**src/rtl/eb1_uart_boot_pkg.sv**
```systemverilog
// rtl/eb1_uart_boot_pkg.sv - state encoding and frame constants for the UART boot loader.
// Optional checksum stage is enabled by UART_BOOT_CSUM_EN.
package eb1_uart_boot_pkg;

  localparam logic [7:0] SYNC_BYTE = 8'hA5;

  typedef enum logic [2:0] {
    ST_SYNC   = 3'd0,
    ST_LEN_LO = 3'd1,
    ST_LEN_HI = 3'd2,
    ST_DATA   = 3'd3,
    ST_WRITE  = 3'd4,
`ifdef UART_BOOT_CSUM_EN
    ST_CSUM   = 3'd5,
`endif
    ST_DONE   = 3'd6,
    ST_ERR    = 3'd7
  } state_t;

  // Where the frame goes once the last word (or an empty payload) is through.
`ifdef UART_BOOT_CSUM_EN
  localparam state_t ST_POST_LOAD = ST_CSUM;
`else
  localparam state_t ST_POST_LOAD = ST_DONE;
`endif

endpackage

```
**src/rtl/eb1_boot_timeout.sv**
```systemverilog
// rtl/eb1_boot_timeout.sv - idle-gap counter; expires after TIMEOUT_CYCLES enabled cycles without a clear.
module eb1_boot_timeout #(
  parameter logic [23:0] TIMEOUT_CYCLES = 24'd1000000
) (
  input  logic clk_i,
  input  logic rst_i,
  input  logic clear_i,
  input  logic enable_i,
  output logic expired_o
);

  localparam logic [23:0] LAST = TIMEOUT_CYCLES - 24'd1;

  logic [23:0] cnt_q, cnt_d;

  always_comb begin
    cnt_d = cnt_q;
    if (clear_i) begin
      cnt_d = 24'd0;
    end else if (enable_i && (cnt_q != LAST)) begin
      cnt_d = cnt_q + 24'd1;
    end
  end

  always_ff @(posedge clk_i) begin
    if (rst_i) begin
      cnt_q <= 24'd0;
    end else begin
      cnt_q <= cnt_d;
    end
  end

  assign expired_o = enable_i && (cnt_q == LAST);

endmodule

```
**src/rtl/eb1_uart_boot_ctrl.sv**
```systemverilog
// rtl/eb1_uart_boot_ctrl.sv - UART frame loader writing 32-bit words into program memory.
// Checksum byte is checked only when UART_BOOT_CSUM_EN is defined.
module eb1_uart_boot_ctrl
  import eb1_uart_boot_pkg::*;
#(
  parameter logic [15:0] CLKS_PER_BIT_DEF = 16'd868,
  parameter int          ADDR_WIDTH       = 14,
  parameter logic [23:0] TIMEOUT_CYCLES   = 24'd1000000
) (
  input  logic                  i_Clock,
  input  logic                  rst_i,
  input  logic                  i_Rx_DV,
  input  logic [7:0]            i_Rx_Byte,
  output logic [15:0]           o_Clks_Per_Bit,
  output logic                  o_Mem_We,
  output logic [ADDR_WIDTH-1:0] o_Mem_Addr,
  output logic [31:0]           o_Mem_Wdata,
  input  logic                  i_Mem_Ready,
  output logic                  o_Core_Rst,
  output logic                  o_Done,
  output logic                  o_Err
);

  localparam logic [32:0] MAX_WORDS = 33'd1 << ADDR_WIDTH;

  state_t                state_q, state_d;
  logic [ADDR_WIDTH-1:0] addr_q, addr_d;
  logic [31:0]           data_q, data_d;
  logic [15:0]           cnt_q, cnt_d;   // low length byte, then words still to write
  logic [1:0]            bidx_q, bidx_d;
  logic [15:0]           len_n;
  logic                  to_clear, to_enable, to_expired;
`ifdef UART_BOOT_CSUM_EN
  logic [7:0]            sum_q, sum_d;
`endif

  assign len_n = {i_Rx_Byte, cnt_q[7:0]};

  always_comb begin
    state_d = state_q;
    addr_d  = addr_q;
    data_d  = data_q;
    cnt_d   = cnt_q;
    bidx_d  = bidx_q;
`ifdef UART_BOOT_CSUM_EN
    sum_d   = sum_q;
`endif
    case (state_q)
      ST_SYNC, ST_ERR: begin
        if (i_Rx_DV && (i_Rx_Byte == SYNC_BYTE)) begin
          state_d = ST_LEN_LO;
          addr_d  = '0;
          bidx_d  = 2'd0;
`ifdef UART_BOOT_CSUM_EN
          sum_d   = 8'd0;
`endif
        end
      end
      ST_LEN_LO: begin
        if (i_Rx_DV) begin
          cnt_d   = {8'd0, i_Rx_Byte};
          state_d = ST_LEN_HI;
        end
      end
      ST_LEN_HI: begin
        if (i_Rx_DV) begin
          cnt_d = len_n;
          if (len_n == 16'd0) begin
            state_d = ST_POST_LOAD;
          end else if ({17'd0, len_n} > MAX_WORDS) begin
            state_d = ST_ERR;
          end else begin
            state_d = ST_DATA;
            addr_d  = '0;
          end
        end
      end
      ST_DATA: begin
        if (i_Rx_DV) begin
          data_d = {i_Rx_Byte, data_q[31:8]};
          bidx_d = bidx_q + 2'd1;
`ifdef UART_BOOT_CSUM_EN
          sum_d  = sum_q + i_Rx_Byte;
`endif
          if (bidx_q == 2'd3) state_d = ST_WRITE;
        end
      end
      ST_WRITE: begin
        if (i_Rx_DV) begin
          state_d = ST_ERR;
        end else if (i_Mem_Ready) begin
          addr_d  = addr_q + 1'b1;
          cnt_d   = cnt_q - 16'd1;
          state_d = (cnt_q == 16'd1) ? ST_POST_LOAD : ST_DATA;
        end
      end
`ifdef UART_BOOT_CSUM_EN
      ST_CSUM: begin
        if (i_Rx_DV) state_d = (i_Rx_Byte == sum_q) ? ST_DONE : ST_ERR;
      end
`endif
      ST_DONE: ;
      default: state_d = ST_SYNC;
    endcase
    // A byte arriving in the expiry cycle wins over the timeout.
    if (!i_Rx_DV && to_expired) state_d = ST_ERR;
  end

  always_ff @(posedge i_Clock) begin
    if (rst_i) begin
      state_q <= ST_SYNC;
      addr_q  <= '0;
      data_q  <= 32'd0;
      cnt_q   <= 16'd0;
      bidx_q  <= 2'd0;
`ifdef UART_BOOT_CSUM_EN
      sum_q   <= 8'd0;
`endif
    end else begin
      state_q <= state_d;
      addr_q  <= addr_d;
      data_q  <= data_d;
      cnt_q   <= cnt_d;
      bidx_q  <= bidx_d;
`ifdef UART_BOOT_CSUM_EN
      sum_q   <= sum_d;
`endif
    end
  end

  assign to_clear  = i_Rx_DV || (state_d != state_q);
  assign to_enable = (state_q != ST_SYNC) && (state_q != ST_DONE) && (state_q != ST_ERR);

  eb1_boot_timeout #(
    .TIMEOUT_CYCLES(TIMEOUT_CYCLES)
  ) u_timeout (
    .clk_i    (i_Clock),
    .rst_i    (rst_i),
    .clear_i  (to_clear),
    .enable_i (to_enable),
    .expired_o(to_expired)
  );

  assign o_Clks_Per_Bit = CLKS_PER_BIT_DEF;
  assign o_Mem_We       = (state_q == ST_WRITE);
  assign o_Mem_Addr     = addr_q;
  assign o_Mem_Wdata    = data_q;
  assign o_Done         = (state_q == ST_DONE);
  assign o_Err          = (state_q == ST_ERR);
  assign o_Core_Rst     = (state_q != ST_DONE);

endmodule

```
**config.mk**
```make
export PLATFORM = sky130hd
export DESIGN_NAME = eb1_uart_boot_ctrl
export DESIGN_NICKNAME = d
export VERILOG_FILES = /design/src/rtl/eb1_uart_boot_pkg.sv /design/src/rtl/eb1_boot_timeout.sv /design/src/rtl/eb1_uart_boot_ctrl.sv
export SDC_FILE = /design/constraint.sdc
export NUM_CORES = 1
export LEC_CHECK = 0
export ABC_AREA = 1
export CORE_UTILIZATION = 60
export DETAILED_ROUTE_END_ITERATION = 10
export DONT_BUFFER_PORTS = 1
export GPL_ROUTABILITY_DRIVEN = 0
export MAX_ROUTING_LAYER = met4
export PLACE_DENSITY = 0.78
export SETUP_SLACK_MARGIN = 0.05
export SLEW_MARGIN = 30
export SYNTH_ARGS = -nofsm -noshare
export SYNTH_HDL_FRONTEND = slang
export SYNTH_HIERARCHICAL = 1
export SYNTH_SLANG_ARGS = --single-unit
```
**constraint.sdc**
```tcl
create_clock -name i_Clock -period 3.8 [get_ports i_Clock]
set_input_delay 0.19 -clock i_Clock [delete_from_list [all_inputs] [get_ports i_Clock]]
set_output_delay 0.19 -clock i_Clock [all_outputs]
set_load 0.005 [all_outputs]
```
# Word level (Yosys, flattened, before mapping)
# Index checks and enable logic that the tools add are counted.
[totals]
reg_bits = 91
wordCells = 84
in_bits = 12
output_inout_bits = 66
[classes]
n_addsub = 4
muxes = 27
reduce_logical = 22
bitwise_logic = 1
n_eq_ne = 22
n_lt_le_gt_ge = 1
[ops]
columns = ["cell", "n"]
rows = [
  ["$mux 14", 6],
  ["$mux 16", 4],
  ["$pmux 16 s3", 1],
  ["$pmux 14 s3", 1],
  ["$mux 3", 11],
  ["$add 24x1->24 const B", 1],
  ["$eq 24x20->1 const B", 1],
  ["$ne 24x20->1 const B", 1],
  ["$pmux 3 s6", 1],
  ["$eq 16x1->1 const B", 1],
  ["$gt 16x15->1 const B", 1],
  ["$logic_not 16->1", 1],
  ["$sub 16x1->16 const B", 1],
  ["$add 14x1->14 const B", 1],
  ["$ne 2x2->1 const B", 7],
  ["$reduce_and 5->1", 2],
  ["$eq 3x3->1 const B", 3],
  ["$reduce_bool 3->1", 3],
  ["$eq 8x8->1 const B", 1],
  ["$reduce_and 7->1", 1],
  ["$eq 3x2->1 const B", 2],
  ["$logic_and 1x1->1", 6],
  ["$ne 3x3->1 const B", 2],
  ["$mux 2", 2],
  ["14 further kinds", 16],
]

# Depth between registers and ports, before layout
[logic_depth]
depth_word = 9
ltp_mapped = 17
depth_no_buf = 17

# Modules after synthesis
# Netlist, hierarchy kept.
[modules_own_cells]
columns = ["module", "instances", "seq_area_each_um2", "cells_each", "area_each_um2"]
rows = [
  ["eb1_uart_boot_ctrl", 1, 1341.3, 575, 3851.2],
  ["eb1_boot_timeout", 1, 480.5, 236, 1511.4],
]

# Worst setup path after synthesis
# No wires, ideal clock.
[synth_path]
path_type = "reg-to-reg"
startpoint = "register state_q[2]"
endpoint = "register u_timeout.cnt_q[10]"
setup_ps = 70
slack_ps = 1667
arrival_time_ps = 2063
required_ps = 3730
stages_incl_launch_ff = 15
path_cell_list = "dfxtp_1 > buf_2 > inv_4 > o21ai_0 > o21ai_0 > inv_1 > nor2_1 > nand2_1 > nand4_1 > a21oi_1 > nand3_1 > nor2_1 > buf_2 > o21ai_0 > a21oi_1"
[synth_via]
elab_chain_cells = 9
[synth_rtl]
columns = ["element", "line", "source"]
rows = [
  ["start: declaration", "eb1_uart_boot_ctrl.sv:26", "state_t state_q, state_d;"],
  ["start signal: assignment", "eb1_uart_boot_ctrl.sv:120", "state_q <= state_d;"],
  ["$ne 3x3->1 or $reduce_bool 3->1 (tied branches)", "eb1_uart_boot_ctrl.sv:132", "assign to_enable = (state_q != ST_SYNC) && (state_q != ST_DONE) && (state_q != ST_ERR);"],
  ["$logic_and 1x1->1", "eb1_uart_boot_ctrl.sv:132", ""],
  ["$logic_and 1x1->1 (*)", "eb1_uart_boot_ctrl.sv:132", ""],
  ["net to_enable", "eb1_uart_boot_ctrl.sv:32", "logic to_clear, to_enable, to_expired;"],
  ["$logic_and 1x1->1 (*)", "eb1_boot_timeout.sv:33", "assign expired_o = enable_i && (cnt_q == LAST);"],
  ["net to_expired", "eb1_uart_boot_ctrl.sv:32", ""],
  ["$logic_and 1x1->1 (*)", "eb1_uart_boot_ctrl.sv:106", "if (!i_Rx_DV && to_expired) state_d = ST_ERR;"],
  ["$mux 3 (*)", "eb1_uart_boot_ctrl.sv:106", ""],
  ["$ne 3x3->1 (*)", "eb1_uart_boot_ctrl.sv:131", "assign to_clear = i_Rx_DV || (state_d != state_q);"],
  ["$logic_or 1x1->1 (*)", "eb1_uart_boot_ctrl.sv:131", ""],
  ["net to_clear", "eb1_uart_boot_ctrl.sv:32", ""],
  ["$reduce_or 2->1 (no source line) (*)", "-", ""],
  ["end signal: assignment", "eb1_boot_timeout.sv:29", "cnt_q <= cnt_d;"],
  ["end: declaration", "eb1_boot_timeout.sv:14", "logic [23:0] cnt_q, cnt_d;"],
]
# Mark *: on every way through the listed nets, which the timed path passes. The rest lies on a longest branch.
# A chain may end at the register's enable or synchronous reset.

# Worst setup path in the final report
[layout_path]
startpoint = "register state_q[2]"
endpoint = "register u_timeout.cnt_q[8]"
# Same word-level chain as after synthesis.

==> impl_metrics.env <==
export IMPL_status="completed"
export IMPL_min_path_cells=2
export IMPL_rows=34
export IMPL_setup_viol=0
export IMPL_dr_first_iter_drc_count=283
export IMPL_clockBufferDepth=2
export IMPL_required_ns=4.11
export IMPL_initial_core_util_pct=61.8
export IMPL_cts_made_buffers=9
export IMPL_pin_count=78
export IMPL_seqPwrFrac_pct=35.1
export IMPL_maxSlewHeadroom_pct=39.4
export IMPL_r2r_cells=14
export IMPL_fin_worst_skew_ns=0.0158
export IMPL_grt_setup_unrepaired="no"
export IMPL_cts_max_level=3
export IMPL_fin_setup_tns_ns=0
export IMPL_irDropWorstVdd_mv=0.378
export IMPL_syn_area_um2=5360
export IMPL_finalHoldViolCount=0
export IMPL_wl_um=12400
export IMPL_cts_root_buf="clkbuf_8"
export IMPL_start_kind="flop"
export IMPL_tritoncts="yes"
export IMPL_clk_pin_slew_ns=0.11
export IMPL_area_growth_pct=4.22
export IMPL_grt_max_degree=48
export IMPL_yosysWarnings=6
export IMPL_layout_min_cycle_time_ns=3.09
export IMPL_synth_cells=811
export IMPL_finalCritPeriodShare_pct=81.4
export IMPL_hold_class="primary input to flop"
export IMPL_dpl_cell_area_um2=5320
export IMPL_ys_ff_latch=91
export IMPL_sw_frac_of_total_pct=45.5
export IMPL_die_height_um=96.5
export IMPL_avgSynthCellArea_um2=6.61
export IMPL_fmax_mhz=323
export IMPL_diodes=0
export IMPL_overflow=0
export IMPL_nets=822
export IMPL_clkPwrFrac_pct=21.5
export IMPL_power_density_nw_per_um2=569
export IMPL_ys_seq_area_share_pct=34.0
export IMPL_insertion_delay_ns=0.37
export IMPL_dp_hpwl_um=8930
export IMPL_drt_pass1_iterations=6
export IMPL_crit_type="flop to flop"
export IMPL_max_cap_viol_count=0
export IMPL_drive_gt1_share_pct=9.27
export IMPL_final_max_slew_viol_count=0
export IMPL_ys_types=48
export IMPL_cp_arrival_ns=3.40
export IMPL_ant_nets=0
export IMPL_track_usage_pct=29.0
export IMPL_internal_power_w=0.00173
export IMPL_grt_pass1_vias=4482
export IMPL_cp_max_fo=12
export IMPL_p_comb_share_pct=43.4
export IMPL_drc=0
export IMPL_dieArea_um2=9320
export IMPL_route_vias_total=5070
export IMPL_grt_pass1_wl_um=20600
export IMPL_clkSinkCount=91
export IMPL_antenna_found_initial=0
export IMPL_p_leak_nw=2.29
export IMPL_tightest_slew_ns=0.906
export IMPL_die_x_um=96.5
export IMPL_critPathCaptureType="flop"
export IMPL_core_area_um2=8680
export IMPL_power_switching_w=0.00145
export IMPL_vias_per_cell=5.53
export IMPL_wl_per_cell_um=13.6
export IMPL_io_buffers=0
export IMPL_design_area_um2=5590
power groups by stage:
| stage | Sequential [W] | Combinational [W] | Clock [W] |
|---|---|---|---|
| 2_1_floorplan | 0.00111 | 0.00118 | 0 |
| 3_3_place_gp | 0.00113 | 0.00131 | 0 |
| 3_5_place_dp | 0.00113 | 0.00135 | 0 |
| 4_1_cts | 0.00111 | 0.00136 | 0.000698 |
| 5_1_grt | 0.00113 | 0.00158 | 0.000737 |
| 6_report | 0.00112 | 0.00138 | 0.000684 |
through the flow:
| step | worst slack [ns] | instances | hold WS (ns) | utilization (%) | total power [W] |
|---|---|---|---|---|---|
| 2_1_floorplan | 1.67 | 825 | 0.325 | - | 0.00229 |
| 3_3_place_gp | 0.866 | 896 | 0.263 | 61.3 | 0.00245 |
| 3_5_place_dp | 0.739 | 896 | 0.266 | 61.3 | 0.00248 |
| 4_1_cts | 0.746 | 917 | 0.00542 | 64.4 | 0.00317 |
| 5_1_grt | 0.414 | 917 | 0.0186 | 64.4 | 0.00345 |
| 6_report | 0.707 | 917 | 0.0132 | 64.4 | 0.00318 |
cells in the mapped netlist (all sizes together):
cell type | count | area (um^2)
nor2 | 190 | 816
nand2 | 170 | 703
dfxtp | 91 | 1820
inv | 68 | 258
a21oi | 66 | 330
o21ai | 64 | 332
nand3 | 54 | 313
buf | 27 | 193
clkbuf | 13 | 58.8
nand4 | 13 | 96.3
nor3 | 12 | 85.1
xor2 | 10 | 87.6
ha | 6 | 75.1
a211oi | 3 | 22.5
nand3b | 3 | 22.5
o22ai | 3 | 18.8
clkinv | 2 | 20.0
conb | 2 | 7.51
nor3b | 2 | 15.0
nor4 | 2 | 12.5
o21bai | 2 | 15.0
a21o | 1 | 7.51
a22oi | 1 | 7.51
and3 | 1 | 6.26
o211a | 1 | 10.0
o21a | 1 | 7.51
o32ai | 1 | 8.76
or2 | 1 | 6.26
or3 | 1 | 6.26
cell type report:
type,instances,area [um^2]
Fill cell,797,3090
Clock buffer,9,124
Timing Repair Buffer,8,72.6
Clock inverter,7,91.3
Inverter,70,278
Tap cell,108,135
Sequential cell,91,1820
Multi-Input combinational cell,624,3070
registers in the layout, indices dropped and copies added (netlist names):
register / count
cnt_q: 16
o_Mem_Wdata: 32
state_q: 3
u_timeout/cnt_q: 24
o_Mem_Addr: 14
bidx_q: 2
critical path, cell delays in order, from the launching register on:
cell	delay (ns)
dfxtp_1	0.59
inv_4	0.09
o21ai_0	0.11
o21ai_0	0.11
buf_4	0.18
inv_1	0.21
nor2_1	0.09
nand2_1	0.15
nand4_1	0.13
a21oi_1	0.15
nand3_1	0.10
nor2_1	0.59
buf_4	0.30
o21ai_0	0.09
a21oi_1	0.12
worst paths after layout:
kind,startpoint,to,slack [ns]
min,i_Rx_Byte[6],cnt_q[6]$_SDFFE_PP0P_,0.01
min reg2reg,bidx_q[1]$_SDFFE_PP0P_,bidx_q[1]$_SDFFE_PP0P_,0.48
max,state_q[2]$_SDFF_PP0_,u_timeout/cnt_q[8]$_SDFFE_PP0P_,0.71
max reg2reg,state_q[2]$_SDFF_PP0_,u_timeout/cnt_q[8]$_SDFFE_PP0P_,0.71
metal layers:
layer / routed length [um] / GRT usage [%]
met1: 5740 / 37.9
met2: 5620 / 44.6
met3: 773 / 5.01
met4: 316 / 11.6
met5: 0 / -
kinds of logic after synthesis:
| kind of cell | after synthesis | share of synthesized area (%) |
|---|---|---|
| AO/OA/AOI/OAI | 143 | 14.2 |
| XOR/XNOR | 10 | 1.63 |
| adder cells (fa/ha/maj) | 6 | 1.40 |
| buffers and inverters | 110 | 9.87 |
| flip-flops | 91 | 34.0 |
| other | 2 | 0.140 |
| AND/OR/NAND/NOR | 449 | 38.8 |
cells in the final DEF (no fill, tap or decap), drive strengths merged, types with 5 or more instances in the layout:
cell type    count
inv             71
xor2            10
a21oi           66
nand3           54
o21ai           64
nand2          170
clkinv           6
conb            16
dfxtp           91
nor3            12
nand4           13
clkbuf           9
nor2           190
dlygate4sd3      5
ha               6
timing repair:
item | in CTS | in global routing
hold buffers | 5 | 0
setup buffers | 0 | 0
resized for setup | 0 | 0
hold endpoints to repair | 24 | 0
Note: power is estimated with default switching activity, not from simulation.
